**src/rtl/cdb_arbiter.sv**
```systemverilog
// cdb_arbiter: dual-channel common data bus arbiter.
// Six execution-unit sources compete for two CDB channels each cycle under a
// fixed priority (mult1, mult2, memory1, memory2, adder1, adder2). The top two
// ready sources are granted combinationally. Their results are registered onto
// channel 1 (winner A) and channel 2 (winner B) for broadcast on the next cycle.
module cdb_arbiter #(
  parameter  int PRF_SIZE = 64,
  parameter  int ROB_SIZE = 16,
  localparam int TW       = $clog2(PRF_SIZE),
  localparam int RW       = $clog2(ROB_SIZE) + 1,
  localparam int DW       = 64
) (
  input  logic          clock,
  input  logic          reset,

  input  logic          adder1_result_ready,
  input  logic [DW-1:0] adder1_result_in,
  input  logic [TW-1:0] adder1_dest_reg_idx,
  input  logic [RW-1:0] adder1_rob_idx,
  input  logic          adder1_branch_taken,
  output logic          adder1_send_in_success,

  input  logic          mult1_result_ready,
  input  logic [DW-1:0] mult1_result_in,
  input  logic [TW-1:0] mult1_dest_reg_idx,
  input  logic [RW-1:0] mult1_rob_idx,
  output logic          mult1_send_in_success,

  input  logic          memory1_result_ready,
  input  logic [DW-1:0] memory1_result_in,
  input  logic [TW-1:0] memory1_dest_reg_idx,
  input  logic [RW-1:0] memory1_rob_idx,
  output logic          memory1_send_in_success,

  input  logic          adder2_result_ready,
  input  logic [DW-1:0] adder2_result_in,
  input  logic [TW-1:0] adder2_dest_reg_idx,
  input  logic [RW-1:0] adder2_rob_idx,
  input  logic          adder2_branch_taken,
  output logic          adder2_send_in_success,

  input  logic          mult2_result_ready,
  input  logic [DW-1:0] mult2_result_in,
  input  logic [TW-1:0] mult2_dest_reg_idx,
  input  logic [RW-1:0] mult2_rob_idx,
  output logic          mult2_send_in_success,

  input  logic          memory2_result_ready,
  input  logic [DW-1:0] memory2_result_in,
  input  logic [TW-1:0] memory2_dest_reg_idx,
  input  logic [RW-1:0] memory2_rob_idx,
  output logic          memory2_send_in_success,

  output logic          cdb1_valid,
  output logic [TW-1:0] cdb1_tag,
  output logic [DW-1:0] cdb1_out,
  output logic          cdb1_branch_is_taken,
  output logic [RW-1:0] cdb1_rob_idx,

  output logic          cdb2_valid,
  output logic [TW-1:0] cdb2_tag,
  output logic [DW-1:0] cdb2_out,
  output logic          cdb2_branch_is_taken,
  output logic [RW-1:0] cdb2_rob_idx
);

  localparam int NSRC = 6;

  // Slot numbers are the priority order: slot 0 wins over every other slot.
  localparam logic [2:0] SLOT_MULT1   = 3'd0;
  localparam logic [2:0] SLOT_MULT2   = 3'd1;
  localparam logic [2:0] SLOT_MEMORY1 = 3'd2;
  localparam logic [2:0] SLOT_MEMORY2 = 3'd3;
  localparam logic [2:0] SLOT_ADDER1  = 3'd4;
  localparam logic [2:0] SLOT_ADDER2  = 3'd5;

  logic [NSRC-1:0] src_ready;
  logic [DW-1:0]   src_value  [NSRC];
  logic [TW-1:0]   src_tag    [NSRC];
  logic [RW-1:0]   src_rob    [NSRC];
  logic [NSRC-1:0] src_branch;

  logic            win_a_vld;
  logic [2:0]      win_a;
  logic            win_b_vld;
  logic [2:0]      win_b;
  logic [NSRC-1:0] grant;

  // Gather the six sources into priority-ordered slots.
  always_comb begin
    src_ready[SLOT_MULT1]   = mult1_result_ready;
    src_ready[SLOT_MULT2]   = mult2_result_ready;
    src_ready[SLOT_MEMORY1] = memory1_result_ready;
    src_ready[SLOT_MEMORY2] = memory2_result_ready;
    src_ready[SLOT_ADDER1]  = adder1_result_ready;
    src_ready[SLOT_ADDER2]  = adder2_result_ready;

    src_value[SLOT_MULT1]   = mult1_result_in;
    src_value[SLOT_MULT2]   = mult2_result_in;
    src_value[SLOT_MEMORY1] = memory1_result_in;
    src_value[SLOT_MEMORY2] = memory2_result_in;
    src_value[SLOT_ADDER1]  = adder1_result_in;
    src_value[SLOT_ADDER2]  = adder2_result_in;

    src_tag[SLOT_MULT1]     = mult1_dest_reg_idx;
    src_tag[SLOT_MULT2]     = mult2_dest_reg_idx;
    src_tag[SLOT_MEMORY1]   = memory1_dest_reg_idx;
    src_tag[SLOT_MEMORY2]   = memory2_dest_reg_idx;
    src_tag[SLOT_ADDER1]    = adder1_dest_reg_idx;
    src_tag[SLOT_ADDER2]    = adder2_dest_reg_idx;

    src_rob[SLOT_MULT1]     = mult1_rob_idx;
    src_rob[SLOT_MULT2]     = mult2_rob_idx;
    src_rob[SLOT_MEMORY1]   = memory1_rob_idx;
    src_rob[SLOT_MEMORY2]   = memory2_rob_idx;
    src_rob[SLOT_ADDER1]    = adder1_rob_idx;
    src_rob[SLOT_ADDER2]    = adder2_rob_idx;

    // Only the adders resolve branches; every other unit reports not-taken.
    src_branch              = '0;
    src_branch[SLOT_ADDER1] = adder1_branch_taken;
    src_branch[SLOT_ADDER2] = adder2_branch_taken;
  end

  // Pick the first and second ready slots; reset suppresses all winners so
  // pending sources keep holding their results.
  always_comb begin
    win_a_vld = 1'b0;
    win_a     = '0;
    win_b_vld = 1'b0;
    win_b     = '0;
    for (int i = 0; i < NSRC; i++) begin
      if (src_ready[i] && !reset) begin
        if (!win_a_vld) begin
          win_a_vld = 1'b1;
          win_a     = 3'(i);
        end else if (!win_b_vld) begin
          win_b_vld = 1'b1;
          win_b     = 3'(i);
        end
      end
    end
  end

  // One-hot-per-winner grant vector in slot order.
  always_comb begin
    grant = '0;
    if (win_a_vld) grant[win_a] = 1'b1;
    if (win_b_vld) grant[win_b] = 1'b1;
  end

  assign mult1_send_in_success   = grant[SLOT_MULT1];
  assign mult2_send_in_success   = grant[SLOT_MULT2];
  assign memory1_send_in_success = grant[SLOT_MEMORY1];
  assign memory2_send_in_success = grant[SLOT_MEMORY2];
  assign adder1_send_in_success  = grant[SLOT_ADDER1];
  assign adder2_send_in_success  = grant[SLOT_ADDER2];

  // Channel 1 register: winner A, or all-zero when there is no winner.
  always_ff @(posedge clock) begin
    if (reset || !win_a_vld) begin
      cdb1_valid           <= 1'b0;
      cdb1_tag             <= '0;
      cdb1_out             <= '0;
      cdb1_branch_is_taken <= 1'b0;
      cdb1_rob_idx         <= '0;
    end else begin
      cdb1_valid           <= 1'b1;
      cdb1_tag             <= src_tag[win_a];
      cdb1_out             <= src_value[win_a];
      cdb1_branch_is_taken <= src_branch[win_a];
      cdb1_rob_idx         <= src_rob[win_a];
    end
  end

  // Channel 2 register: winner B. B only exists when A exists, so channel 2
  // can never be valid without channel 1.
  always_ff @(posedge clock) begin
    if (reset || !win_b_vld) begin
      cdb2_valid           <= 1'b0;
      cdb2_tag             <= '0;
      cdb2_out             <= '0;
      cdb2_branch_is_taken <= 1'b0;
      cdb2_rob_idx         <= '0;
    end else begin
      cdb2_valid           <= 1'b1;
      cdb2_tag             <= src_tag[win_b];
      cdb2_out             <= src_value[win_b];
      cdb2_branch_is_taken <= src_branch[win_b];
      cdb2_rob_idx         <= src_rob[win_b];
    end
  end

endmodule

```
**config.mk**
```make
export PLATFORM = sky130hd
export DESIGN_NAME = cdb_arbiter
export DESIGN_NICKNAME = d
export VERILOG_FILES = /design/src/rtl/cdb_arbiter.sv
export SDC_FILE = /design/constraint.sdc
export NUM_CORES = 1
export LEC_CHECK = 0
export BUFFER_PORTS_ARGS = -buffer_cell sky130_fd_sc_hd__buf_4
export CAP_MARGIN = 15
export CELL_PAD_IN_SITES_DETAIL_PLACEMENT = 0
export CELL_PAD_IN_SITES_GLOBAL_PLACEMENT = 1
export CORE_AREA = 2 2 242 244
export DETAILED_ROUTE_END_ITERATION = 8
export DIE_AREA = 0 0 244 246
export PLACE_DENSITY = 0.64
export SLEW_MARGIN = 20
export SYNTH_ARGS = -nofsm -noshare
export SYNTH_HDL_FRONTEND = slang
export SYNTH_SLANG_ARGS = --single-unit
```
**constraint.sdc**
```tcl
create_clock -name clock -period 3.95 [get_ports clock]
set_clock_uncertainty 0.1 [all_clocks]
set_input_delay 0.79 -clock clock [delete_from_list [all_inputs] [get_ports clock]]
set_output_delay 0.79 -clock clock [all_outputs]
set_load 0.03 [all_outputs]
```
======== Yosys cells after proc, flatten, opt, wreduce, memory -nomap -nowiden ========
Cells that the tools add are included.
storage, ports and cells
  bits of input ports ..................... 460
  word-level logic and storage cells ...... 102
  bits in registers ....................... 154
  output and inout port bits .............. 160
operators by class
  order comparisons ....................... 6
  reductions and logical operators ........ 13
  bitwise logic cells ..................... 3
  multiplexer cells ....................... 70
operators by type and width
  cell                                                 count
  binary-select mux 64 bit (select 3 bit)              2
  two-way mux 64 bit                                   4
  two-way mux 3 bit                                    20
  binary-select mux 6 bit (select 3 bit)               2
  two-way mux 6 bit                                    6
  binary-select mux 5 bit (select 3 bit)               2
  two-way mux 1 bit                                    26
  two-way mux 5 bit                                    4
  >= comparator 4 bit, second input constant           2
  logical AND 1 bit                                    8
  < comparator 3 x 4 -> 1 bit, second input constant   2
  inverter 3 -> 4 bit                                  2
  binary-select mux 1 bit (select 3 bit)               2
  demux 1 bit (select 3 bit)                           2
  >= comparator 3 x 1 -> 1 bit, second input constant  2
  OR 6 bit                                             1
  logical NOT 1 bit                                    3
  logical OR 1 bit                                     2

======== Depth between registers and ports, before layout ========
Gate-level depths: netlist of the first run.
  depth after elaboration ................. 23
  gate-level depth with buffers ........... 15
  mapped depth without buffers ............ 10

======== Worst setup path after synthesis of the first run ========
No wires, ideal clock.
  path kind ............................... in2out
  start ................................... in reset
  end ..................................... out memory2_send_in_success
  stages .................................. 13
  path buffers ............................ 5
  required time ........................... 3060 ps
  arrival time ............................ 3558 ps
  slack ................................... -498 ps
  path through ............................ buf_4 > inv_2 > buf_4 > nand2_1 > ha_1 > buf_6 > or3b_1 > nor2b_1 > o21ai_0 > nand3_1 > buf_2 > buf_2 > o32ai_1
between the ends
  word-level cells in the longest chain between the ends .. 23
  elaborated cells between the ends (all ways) .. 60
  classes of those cells .................. order compare (4); mux (46); bitwise (1); reduce/logical (9)
ends and longest elaborated chain
  what                                                                                                      RTL line  source
  start, declared                                                                                           14        input logic reset,
  logical NOT 1 bit *                                                                                       133       if (src_ready[i] && !reset) begin
  logical AND 1 bit                                                                                         133
  two-way mux 1 bit                                                                                         133
  two-way mux 1 bit                                                                                         134       if (!win_a_vld) begin
  two-way mux 1 bit                                                                                         133
  two-way mux 3 bit                                                                                         137       end else if (!win_b_vld) begin
  two-way mux 3 bit                                                                                         134
  two-way mux 3 bit                                                                                         133
  [... 7 more ...]                                                                                          n/a
  two-way mux 3 bit                                                                                         134
  two-way mux 3 bit                                                                                         133
  < comparator 3 x 4 -> 1 bit (not written as such) / >= comparator 3 x 1 -> 1 bit (equally long branches)  149       if (win_b_vld) grant[win_b] = 1'b1;
  logical AND 1 bit (not written as such)                                                                   149
  two-way mux 1 bit (not written as such)                                                                   149
  demux 1 bit (select 3 bit)                                                                                149
  OR 6 bit (no source line)                                                                                 n/a
  two-way mux 6 bit *                                                                                       149
  end, declared                                                                                             52        output logic memory2_send_in_success,
Mark *: on every way between the ends. The rest lies on a longest branch, timed or not.

======== Worst setup path in the final report of the first run ========
  start ................................... in mult2_result_ready
  end ..................................... out mult2_send_in_success
between the ends
  word-level cells in the longest chain between the ends .. 20
  elaborated cells between the ends (all ways) .. 50
  classes of those cells .................. order compare (4); mux (42); bitwise (1); reduce/logical (3)
ends and longest elaborated chain
  what                                                                                                      RTL line  source
  start, declared                                                                                           42        input logic mult2_result_ready,
  logical AND 1 bit *                                                                                       133
  two-way mux 1 bit                                                                                         133
  two-way mux 3 bit                                                                                         137
  two-way mux 3 bit                                                                                         134
  two-way mux 3 bit                                                                                         133
  two-way mux 3 bit                                                                                         137
  two-way mux 3 bit                                                                                         134
  two-way mux 3 bit                                                                                         133
  [... 4 more ...]                                                                                          n/a
  two-way mux 3 bit                                                                                         134
  two-way mux 3 bit                                                                                         133
  < comparator 3 x 4 -> 1 bit (not written as such) / >= comparator 3 x 1 -> 1 bit (equally long branches)  149
  logical AND 1 bit (not written as such)                                                                   149
  two-way mux 1 bit (not written as such)                                                                   149
  demux 1 bit (select 3 bit)                                                                                149
  OR 6 bit (no source line)                                                                                 n/a
  two-way mux 6 bit *                                                                                       149
  end, declared                                                                                             46        output logic mult2_send_in_success,
Marked as above.

==> results of run 1 <==
==> worst max-delay path: stages <==
cell and delay [ns]:
buf_4 0.11, nor2b_2 0.17, inv_1 0.11, ha_4 0.20, or2b_1 0.25, a21oi_2 0.24, o21ai_1 0.12, o32ai_1 0.29
buf_4 0.18, o21bai_1 0.20, o22ai_2 0.13, buf_4 0.19
==> synthesized netlist by cell type, drive strengths merged, types with 2 or more instances <==
| library cell | instances |
|---|---|
| a21o | 78 |
| buf | 60 |
| ha | 5 |
| a31oi | 76 |
| inv | 9 |
| clkbuf | 109 |
| o32ai | 2 |
| nor4 | 2 |
| nor3 | 2 |
| nor2 | 82 |
| mux2i | 76 |
| or2 | 2 |
| nand2b | 2 |
| nand2 | 6 |
| dfxtp | 154 |
| nor3b | 2 |
| a22oi | 75 |
| nor2b | 3 |
| a211o | 76 |
| a21oi | 6 |
| mux4 | 75 |
| a22o | 2 |
| a211oi | 76 |
| nand3 | 153 |
| o21ai | 157 |
| and2 | 2 |
==> layout by cell type (no fill, tap or decap), types with 2 or more instances in the layout <==
master / count
nand2_4: 2
nand3_1: 151
bufinv_16: 2
buf_12: 26
o21ai_1: 2
nor2_1: 80
ha_1: 3
nor3b_1: 2
buf_4: 662
mux4_1: 5
a211o_1: 76
clkbuf_1: 2
mux4_2: 70
mux2i_1: 76
clkinvlp_4: 2
nor3_1: 2
a31oi_1: 76
a21oi_1: 4
nand2_1: 3
a21o_1: 76
nor4_1: 2
a211oi_1: 75
inv_6: 2
or2_2: 2
o21ai_0: 154
diode_2: 2
clkbuf_16: 17
clkbuf_8: 2
clkinv_2: 3
a22oi_1: 75
dfxtp_1: 154
inv_1: 8
==> metrics by stage <==
step	setup TNS (ns)	instances	util, %
CTS	0	2627	31.3
finish	0	2629	31.3
global route	0	2627	31.3
global placement	0	2596	30.3
floorplan	-0.0189	1312	-
detailed placement	0	2596	30.3
==> state kept, by name, summed over array words and instances, names as in the netlist <==
register and cells:
cdb1_out 64, cdb2_out 64, cdb2_valid 1, cdb1_rob_idx 5, cdb1_tag 6, cdb1_branch_is_taken 1
cdb2_rob_idx 5, cdb1_valid 1, cdb2_branch_is_taken 1, cdb2_tag 6
==> path summary, 6_finish.rpt <==
check	start	end	slack, ns	cells past startpoint
setup / recovery	mult2_result_ready	mult2_send_in_success	0.09	12
hold / removal	adder1_branch_taken	cdb2_branch_is_taken	0.44	2
==> cell families after synthesis <==
logic type | after synthesis
AO/OA/AOI/OAI | 559
AND/OR/NAND/NOR | 263
buffers and inverters | 178
flip-flops | 154
multiplexers | 152
adder cells (fa/ha/maj) | 5
XOR/XNOR | 1
==> power groups by stage <==
stage | Combinational [mW] | Clock [mW] | Sequential, mW
2_1_floorplan | 1.06 | 0 | 2.08
4_1_cts | 2.46 | 1.83 | 1.76
5_1_grt | 2.62 | 1.88 | 1.77
6_report | 2.47 | 1.77 | 1.76
3_3_place_gp | 2.44 | 0 | 1.79
3_5_place_dp | 2.46 | 0 | 1.79
==> repair_timing <==
item | in CTS | in global routing
hold buffers | 0 | 0
setup endpoints to repair | 0 | 4
resized for setup | 0 | 2
==> per-layer routing <==
metal	part of all wire (%)	routed length (µm)	global-route usage [%]	vias to the layer above
li1	-	-	-	6240
met1	39	25000	24.4	7002
met2	49	31800	35.2	822
met3	8.9	5770	5.88	116
met4	3.3	2160	8.55	0
met5	0	0	0	-
==> cell type report <==
type                       instances  area share [%]
antenna                            2          0.0279
clock buffer                      21            2.56
clock inverter                    10           0.648
inverter                           9           0.188
multi-input combinational        980            43.5
sequential                       154            17.2
tap                              765            5.33
timing repair buffer             688            30.6
==> results_dict.tcl, run 1 <==
set metrics [dict create \
    synth_fa_ha_area_share_pct 0.539 \
    num_rows 88 \
    ys_top_cells_by_area "dfxtp_1, mux4_2, o21ai_0" \
    status "finished clean" \
    drc 0 \
    wire_per_inst_um 24.6 \
    pre_cts_ws_ns 0.0590 \
    rsz0062_at_grt "no" \
    hp-class "primary input to flip-flop" \
    vias_per_cell 5.39 \
    fill_cells 6084 \
    antenna_found_initial 3 \
    worstMarginPinSlew_ns 0.620 \
    die_h_um 246 \
    cts_tree "done" \
    drtIter0Drc 1024 \
    path_class "primary input to output port" \
    synth.cell_area_um2 11600 \
    fin_crit_sh_pct 97.8 \
    ant_nets 0 \
    syn_nets 1777 \
    clkPwrFrac_pct 29.5 \
    dp.final_hpwl_mm 46.7 \
    synth_top_family_by_area "compound AO/OA/AOI/OAI gates" \
    start_kind "primary input" \
    comb_power_share_pct 41.1 \
    ios 620 \
    cts.sinks 154 \
    power_leakage_nw 7.72 \
    slew_viol_final 0 \
    netlist-cell-type-count 58 \
    dr.pass1.iters 7 \
    multiInputGateArea_um2 7810 \
    gp_congestion 0.878 \
    cts-root-buf "clkbuf_16" \
    yosys_warnings 0 \
    p_sw_mw 2.24 \
    syn_inst 1312 \
    yosys.area_share.simple_pct 10.8 \
    first_global_vias 14400 \
    grt_max_degree 93 \
    drive_gt1_share_pct 44.1 \
    start_util_pct 20.2 \
    area_growth_pct 54.6 \
    post-cts-setup-buffers 0 \
    synth_top_area_share_pct 26.5 \
    clk_pin_slew_ns 0.07 \
    relSlewSlack_pct 58.7 \
    cts_buffer_depth 2 \
    grt_overflow 0 \
    synth-xor-area-share_pct 0.0754 \
    cap_violations 0 \
    cp-end-kind "output port" \
    whs_ns 0.436 \
    p_total_mw 6.00 \
    die_w_um 244 \
    synthMuxAreaShare_pct 21.4 \
    power.share.sequential_pct 29.3 \
    seq_area_frac_synth_pct 26.5 \
    seq_area_um2 3080 \
    routed_wl_mm 64.7 \
    syn_area_per_cell_um2 8.85 \
    async_reset_ff_share_pct 0 \
    worstPathMaxFanout 8 \
    worstPathArrival_ns 2.97 \
    ys_seq_elements 154 \
    finalWorstSetupSlack_ns 0.0852 \
    p_sw_share_pct 37.4 \
    synth_edf_count 0 \
    nets 2315 \
    htreeDepth 4 \
    internal_power_mw 3.76 \
    synth_compound_area_share_pct 32.9 \
    dieArea_um2 60000 \
    finalHoldViolations 0 \
    finalInstanceArea_um2 18000 \
    vias 14200 \
    final-setup-viol-count 0 \
    core_area_um2 57400 \
    synth_top_area_cell "dfxtp_1" \
    cts_buffers 17 \
    ys.flop_type "dfxtp_1" \
    grt_pass1_wl_mm 93.7 \
    period_needed_ns 3.86 \
    post_dp_cell_area_um2 17400 \
    fmax_mhz 259 \
    critPathRequiredTime_ns 3.06 \
    track_usage_pct 20.7 \
    portBuffers 619 \
    p_per_area_nw_per_um2 334 \
    vdd_ir_drop_max_mv 0.352 \
]
(Power assumes the default switching activity.)
==> run 2, diff against run 1 <==
==> config.mk (replaced) <==
export PLATFORM = sky130hd
export DESIGN_NAME = cdb_arbiter
export DESIGN_NICKNAME = d
export VERILOG_FILES = /design/src/rtl/cdb_arbiter.sv
export SDC_FILE = /design/constraint.sdc
export NUM_CORES = 1
export LEC_CHECK = 0
export CAP_MARGIN = 15
export CELL_PAD_IN_SITES_DETAIL_PLACEMENT = 0
export CELL_PAD_IN_SITES_GLOBAL_PLACEMENT = 1
export CORE_AREA = 2 2 241 243
export DETAILED_ROUTE_END_ITERATION = 8
export DIE_AREA = 0 0 243 245
export DONT_BUFFER_PORTS = 1
export GPL_TIMING_DRIVEN = 0
export PLACE_DENSITY = 0.51
export SLEW_MARGIN = 20
export SYNTH_ARGS = -nofsm -noshare
export SYNTH_HDL_FRONTEND = slang
export SYNTH_SLANG_ARGS = --single-unit
==> run 2 against run 1 <==
Effect of this change: hold slack got worse by 0.11 ns; sequential power increased by 19%; cell count decreased by 19%; clock power increased by 5%; worst setup slack got worse by 0.011 ns; critical path depth increased by 2; critical endpoint is now mult1_send_in_success; largest cell class unchanged.
==> results_dict.tcl, run 2 (same netlist as run 1, synthesis figures left out) <==
set metrics [dict create \
    cts_tree "done" \
    num_rows 88 \
    die_w_um 243 \
    dp_cells 2080 \
    worstMarginPinSlew_ns 1.02 \
    clkPwrFrac_pct 32.8 \
    grt_pass1_wl_mm 110 \
    gp_congestion 0.959 \
    layout_common_cells "dfxtp_1, o21ai_0, nand3_1" \
    cts_buffers 17 \
    vias_per_cell 5.93 \
    grt_max_degree 20 \
    start_util_pct 20.4 \
    worstPathMaxFanout 10 \
    p_per_area_nw_per_um2 408 \
    finalInstanceArea_um2 13800 \
    drtIter0Drc 1095 \
    p_sw_share_pct 42.2 \
    die_h_um 245 \
    htreeDepth 4 \
    antenna_found_initial 4 \
    p_sw_mw 2.38 \
    slew_viol_final 0 \
    internal_power_mw 3.26 \
    cp_slowest_cell "or3b_4" \
    core_area_um2 57000 \
    clk_pin_slew_ns 0.07 \
    comb_power_share_pct 30.2 \
    vias 12700 \
    crit_start "reset" \
    cts_buffer_depth 2 \
    dp.final_hpwl_mm 62.1 \
    final_cells 2139 \
    area_growth_pct 19.2 \
    cp_num_buf_inv 6 \
    dr.pass1.iters 5 \
    ios 620 \
    critPathTopFamily "simple AND/OR/NAND/NOR gates" \
    period_needed_ns 3.88 \
    vdd_ir_drop_max_mv 0.355 \
    cap_violations 0 \
    critPathRequiredTime_ns 3.06 \
    cp-endpoint "mult1_send_in_success" \
    cts-root-buf "clkbuf_16" \
    routed_wl_mm 81.7 \
    relSlewSlack_pct 32.1 \
    rsz0062_at_grt "no" \
    mostFrequentLayoutCell "dfxtp_1" \
    start_kind "primary input" \
    final-setup-viol-count 0 \
    postCtsHoldBufs 0 \
    timing.critical_path.cells "buf_12 -> inv_8 -> buf_8 -> nand2_8 -> ha_4 -> buf_6 -> or3b_4 -> nor2b_4 -> o21ai_2 -> nand4_1 -> buf_12 -> buf_6 -> nor4_4 -> a21o_4" \
    drc 0 \
    hp-class "primary input to flip-flop" \
    fill_cells 6359 \
    fmax_mhz 258 \
    finalHoldViolations 0 \
    critical-path-max-stage-delay_ns 0.40 \
    cp-end-kind "output port" \
    fin_crit_sh_pct 98.1 \
    cts.sinks 154 \
    post_dp_cell_area_um2 12700 \
    nets 1822 \
    biggestRegsByFlops "cdb1_out x64, cdb2_out x64" \
    status "finished clean" \
    first_global_vias 13000 \
    drive_gt1_share_pct 17.8 \
    track_usage_pct 26.3 \
    power_leakage_nw 4.88 \
    ant_nets 0 \
    portBuffers 0 \
    grt_overflow 0 \
    power.share.sequential_pct 37.1 \
    whs_ns 0.326 \
    dieArea_um2 59500 \
    path_class "primary input to output port" \
    worst-path-stages 14 \
    wire_per_inst_um 38.2 \
    worstPathArrival_ns 2.99 \
]
## run 2: cell count changes in the layout (fill, tap and decap cells not counted), moves of 7 or more
| cell | delta |
|---|---|
| clkbuf_2 | +9 |
| buf_8 | +7 |
| buf_2 | +21 |
| buf_12 | -19 |
| buf_6 | +13 |
| clkbuf_1 | +92 |
| buf_4 | -627 |
## run 2: per-stage QoR
step           TNS, ns  utilization (%)  power (mW)  setup slack, ns
3_3_place_gp   -174.74             22.2        3.74            -1.82
2_1_floorplan  -0.0189                -        3.14          -0.0189
6_report             0             24.3        5.64           0.0739
5_1_grt              0             24.3        5.84          0.00323
3_5_place_dp    -93.50             22.3        3.74            -1.30
4_1_cts              0             24.1        5.68         0.000961
## run 2: per-layer routing
| metal | GRT usage, % | part of all wire (%) | vias to the layer above |
|---|---|---|---|
| met5 | 0 | 0.031 | - |
| met1 | 30.3 | 38 | 6482 |
| li1 | - | - | 5260 |
| met4 | 8.57 | 2.7 | 4 |
| met2 | 45.7 | 49 | 816 |
| met3 | 9.11 | 9.9 | 118 |
## run 2: how the worst min path moves through the flow
stage,start,end,depth (start not counted)
2_1_floorplan,adder1_branch_taken,cdb2_branch_is_taken,1
3_3_place_gp,adder1_branch_taken,cdb2_branch_is_taken,1
3_5_place_dp,adder1_branch_taken,cdb2_branch_is_taken,1
4_1_cts,adder1_branch_taken,cdb2_branch_is_taken,1
5_1_grt,adder1_branch_taken,cdb2_branch_is_taken,1
6_report,adder1_branch_taken,cdb2_branch_is_taken,1
## run 2: power by group through the flow
stage,clock (mW),sequential (mW),combinational [mW]
after floorplan,0,2.08,1.06
after global placement,0,2.14,1.61
after detailed placement,0,2.13,1.61
after CTS,1.89,2.10,1.69
after global routing,1.93,2.10,1.81
final,1.85,2.09,1.70
## run 2: area by class of cell
class,count,area (µm²),share of cell area (%)
diodes,4,10.0,0.0723
plain buffers,163,967,6.99
clock buffers,18,439,3.17
clock inverters,14,153,1.10
inverters,9,41.3,0.298
multi-input cells,981,7920,57.2
flip-flops and latches,154,3080,22.3
well taps,765,957,6.92
repair buffers,31,273,1.97
## run 2: repair_timing
item                                    4_1_cts  5_1_grt
endpoints found under the setup margin       81       25
gates cloned                                  1        0
endpoints found under the hold margin         0        0
buffers inserted                             23        5
gates resized for setup                      71       11
pin swaps                                    11        5
==> run 3, diff against run 2 <==
--- a/config.mk
+++ b/config.mk
@@ -13,7 +13,7 @@
 export DIE_AREA = 0 0 243 245
 export DONT_BUFFER_PORTS = 1
 export GPL_TIMING_DRIVEN = 0
-export PLACE_DENSITY = 0.51
+export PLACE_DENSITY = 0.49
 export SLEW_MARGIN = 20
 export SYNTH_ARGS = -nofsm -noshare
 export SYNTH_HDL_FRONTEND = slang
==> constraint.sdc (replaced) <==
create_clock -name clock -period 4.8 [get_ports clock]
set_clock_uncertainty 0.1 [all_clocks]
set_input_delay 0.96 -clock clock [delete_from_list [all_inputs] [get_ports clock]]
set_output_delay 0.96 -clock clock [all_outputs]
set_load 0.03 [all_outputs]
==> run 3 against run 2 <==
Effect of this change: worst setup slack improved by 0.062 ns; non-clock buffer count decreased by 20; sequential share of layout area increased by 0.60 points; wire length decreased by 2.8%; cell count decreased by 1.2%; count of clock-buffer cells in the layout increased by 1; combinational power decreased by 21%; power decreased by 17%; via count decreased by 0.62%; hold slack improved by 0.15 ns; critical path type unchanged; highest routed layer is now met4.
==> results_dict.tcl, run 3 (same netlist as run 1, synthesis figures left out) <==
set metrics [dict create \
    layout_common_cells "o21ai_0, dfxtp_1, nand3_1" \
    p_sw_mw 1.91 \
    gp_congestion 0.937 \
    worst-path-stages 13 \
    period_needed_ns 4.66 \
    core_area_um2 57000 \
    power.share.sequential_pct 36.6 \
    relSlewSlack_pct 29.6 \
    biggestRegsByFlops "cdb1_out x64, cdb2_out x64" \
    ant_nets 0 \
    dieArea_um2 59500 \
    critPathTopFamily "buffers and inverters" \
    first_global_vias 12900 \
    p_sw_share_pct 40.6 \
    grt_pass1_wl_mm 107 \
    drtIter0Drc 1085 \
    finalHoldViolations 0 \
    critPathRequiredTime_ns 3.74 \
    worstPathMaxFanout 10 \
    track_usage_pct 25.7 \
    clk_pin_slew_ns 0.07 \
    dp_cells 2080 \
    whs_ns 0.481 \
    slew_viol_final 0 \
    wire_per_inst_um 37.5 \
    vdd_ir_drop_max_mv 0.294 \
    antenna_found_initial 1 \
    grt_overflow 0 \
    htreeDepth 4 \
    cp-endpoint "memory1_send_in_success" \
    hp-class "primary input to flip-flop" \
    path_class "primary input to output port" \
    die_h_um 245 \
    cts_buffers 17 \
    status "finished clean" \
    internal_power_mw 2.79 \
    cts.sinks 154 \
    vias 12600 \
    area_growth_pct 16.1 \
    cts-root-buf "clkbuf_16" \
    final_cells 2114 \
    num_rows 88 \
    postCtsHoldBufs 0 \
    comb_power_share_pct 28.7 \
    p_per_area_nw_per_um2 349 \
    hp-start "adder1_branch_taken" \
    cts_buffer_depth 2 \
    cp_num_buf_inv 6 \
    worstPathArrival_ns 3.60 \
    cap_violations 0 \
    dp.final_hpwl_mm 61.6 \
    start_kind "primary input" \
    dr.pass1.iters 6 \
    nets 1801 \
    worstMarginPinSlew_ns 1.06 \
    cts_tree "done" \
    cp_slowest_cell "o21ai_4" \
    p_total_mw 4.70 \
    clkPwrFrac_pct 34.7 \
    die_w_um 243 \
    drc 0 \
    grt_max_degree 21 \
    critical-path-max-stage-delay_ns 0.35 \
    drive_gt1_share_pct 15.1 \
    timing.critical_path.cells "buf_4 -> inv_2 -> buf_4 -> nand2_2 -> inv_1 -> ha_2 -> mux2_2 -> nor2_1 -> o21ai_4 -> clkbuf_4 -> clkbuf_4 -> nor2_1 -> a22o_2" \
    crit_start "reset" \
    portBuffers 0 \
    num_antenna_cells 0 \
    ios 620 \
    fmax_mhz 214 \
    power_leakage_nw 4.73 \
    fin_crit_sh_pct 97.2 \
    cp-end-kind "output port" \
    vias_per_cell 5.96 \
    start_util_pct 20.4 \
    final-setup-viol-count 0 \
    routed_wl_mm 79.4 \
]
-- run 3: cell types whose count changed in the layout (fill, tap and decap cells not counted), moves of 3 or more --
cell,delta
buf_4,-17
buf_12,-5
clkbuf_1,+5
inv_8,-5
diode_2,-4
buf_2,+3
bufinv_16,+3
clkbuf_2,-3
-- run 3: layer usage --
layer / global-route usage [%] / wire, µm
met1: 30.1 / 30200
met5: 0 / 0
met3: 9.52 / 8590
met4: 7.45 / 1900
met2: 43.9 / 38700
-- run 3: through the flow --
stage / util, % / area (µm²) / setup TNS, ns / worst slack [ns]
after floorplan: - / 11600 / 0 / 0.0122
after CTS: 23.5 / 13400 / -0.0456 / -0.0456
final: 23.6 / 13500 / 0 / 0.136
after global placement: 22.0 / 12600 / -73.15 / -1.83
after global routing: 23.6 / 13500 / -0.00346 / -0.00346
after detailed placement: 22.1 / 12600 / -15.77 / -0.933
-- run 3: power by group through the flow --
stage	logic (mW)	registers, mW	clock network [mW]
after global routing	1.43	1.73	1.70
after CTS	1.33	1.72	1.66
after global placement	1.30	1.76	0
after floorplan	0.860	1.71	0
after detailed placement	1.31	1.75	0
final	1.35	1.72	1.63
-- run 3: how the worst min path moves through the flow --
stage,to,slack [ns],cells past startpoint
global placement,cdb2_branch_is_taken,0.99,1
floorplan,cdb2_branch_is_taken,0.99,1
CTS,cdb2_branch_is_taken,0.45,1
detailed placement,cdb2_branch_is_taken,0.99,1
global route,cdb2_branch_is_taken,0.47,1
finish,cdb2_branch_is_taken,0.48,1
-- run 3: timing repair --
item | 4_1_cts | 5_1_grt
endpoints found under the hold margin | 0 | 0
buffers inserted | 6 | 2
setup endpoints to repair | 6 | 6
gates cloned | 0 | 0
gates resized for setup | 26 | 20
pin swaps | 5 | 4
-- run 3: layout make-up --
cell class	instances	area [µm²]
fillers	6403	43600
multi-input cells	980	7790
flip-flops and latches	154	3080
well taps	765	957
plain buffers	163	890
clock buffers	19	443
clock inverters	13	189
repair buffers	11	95.1
inverters	9	33.8
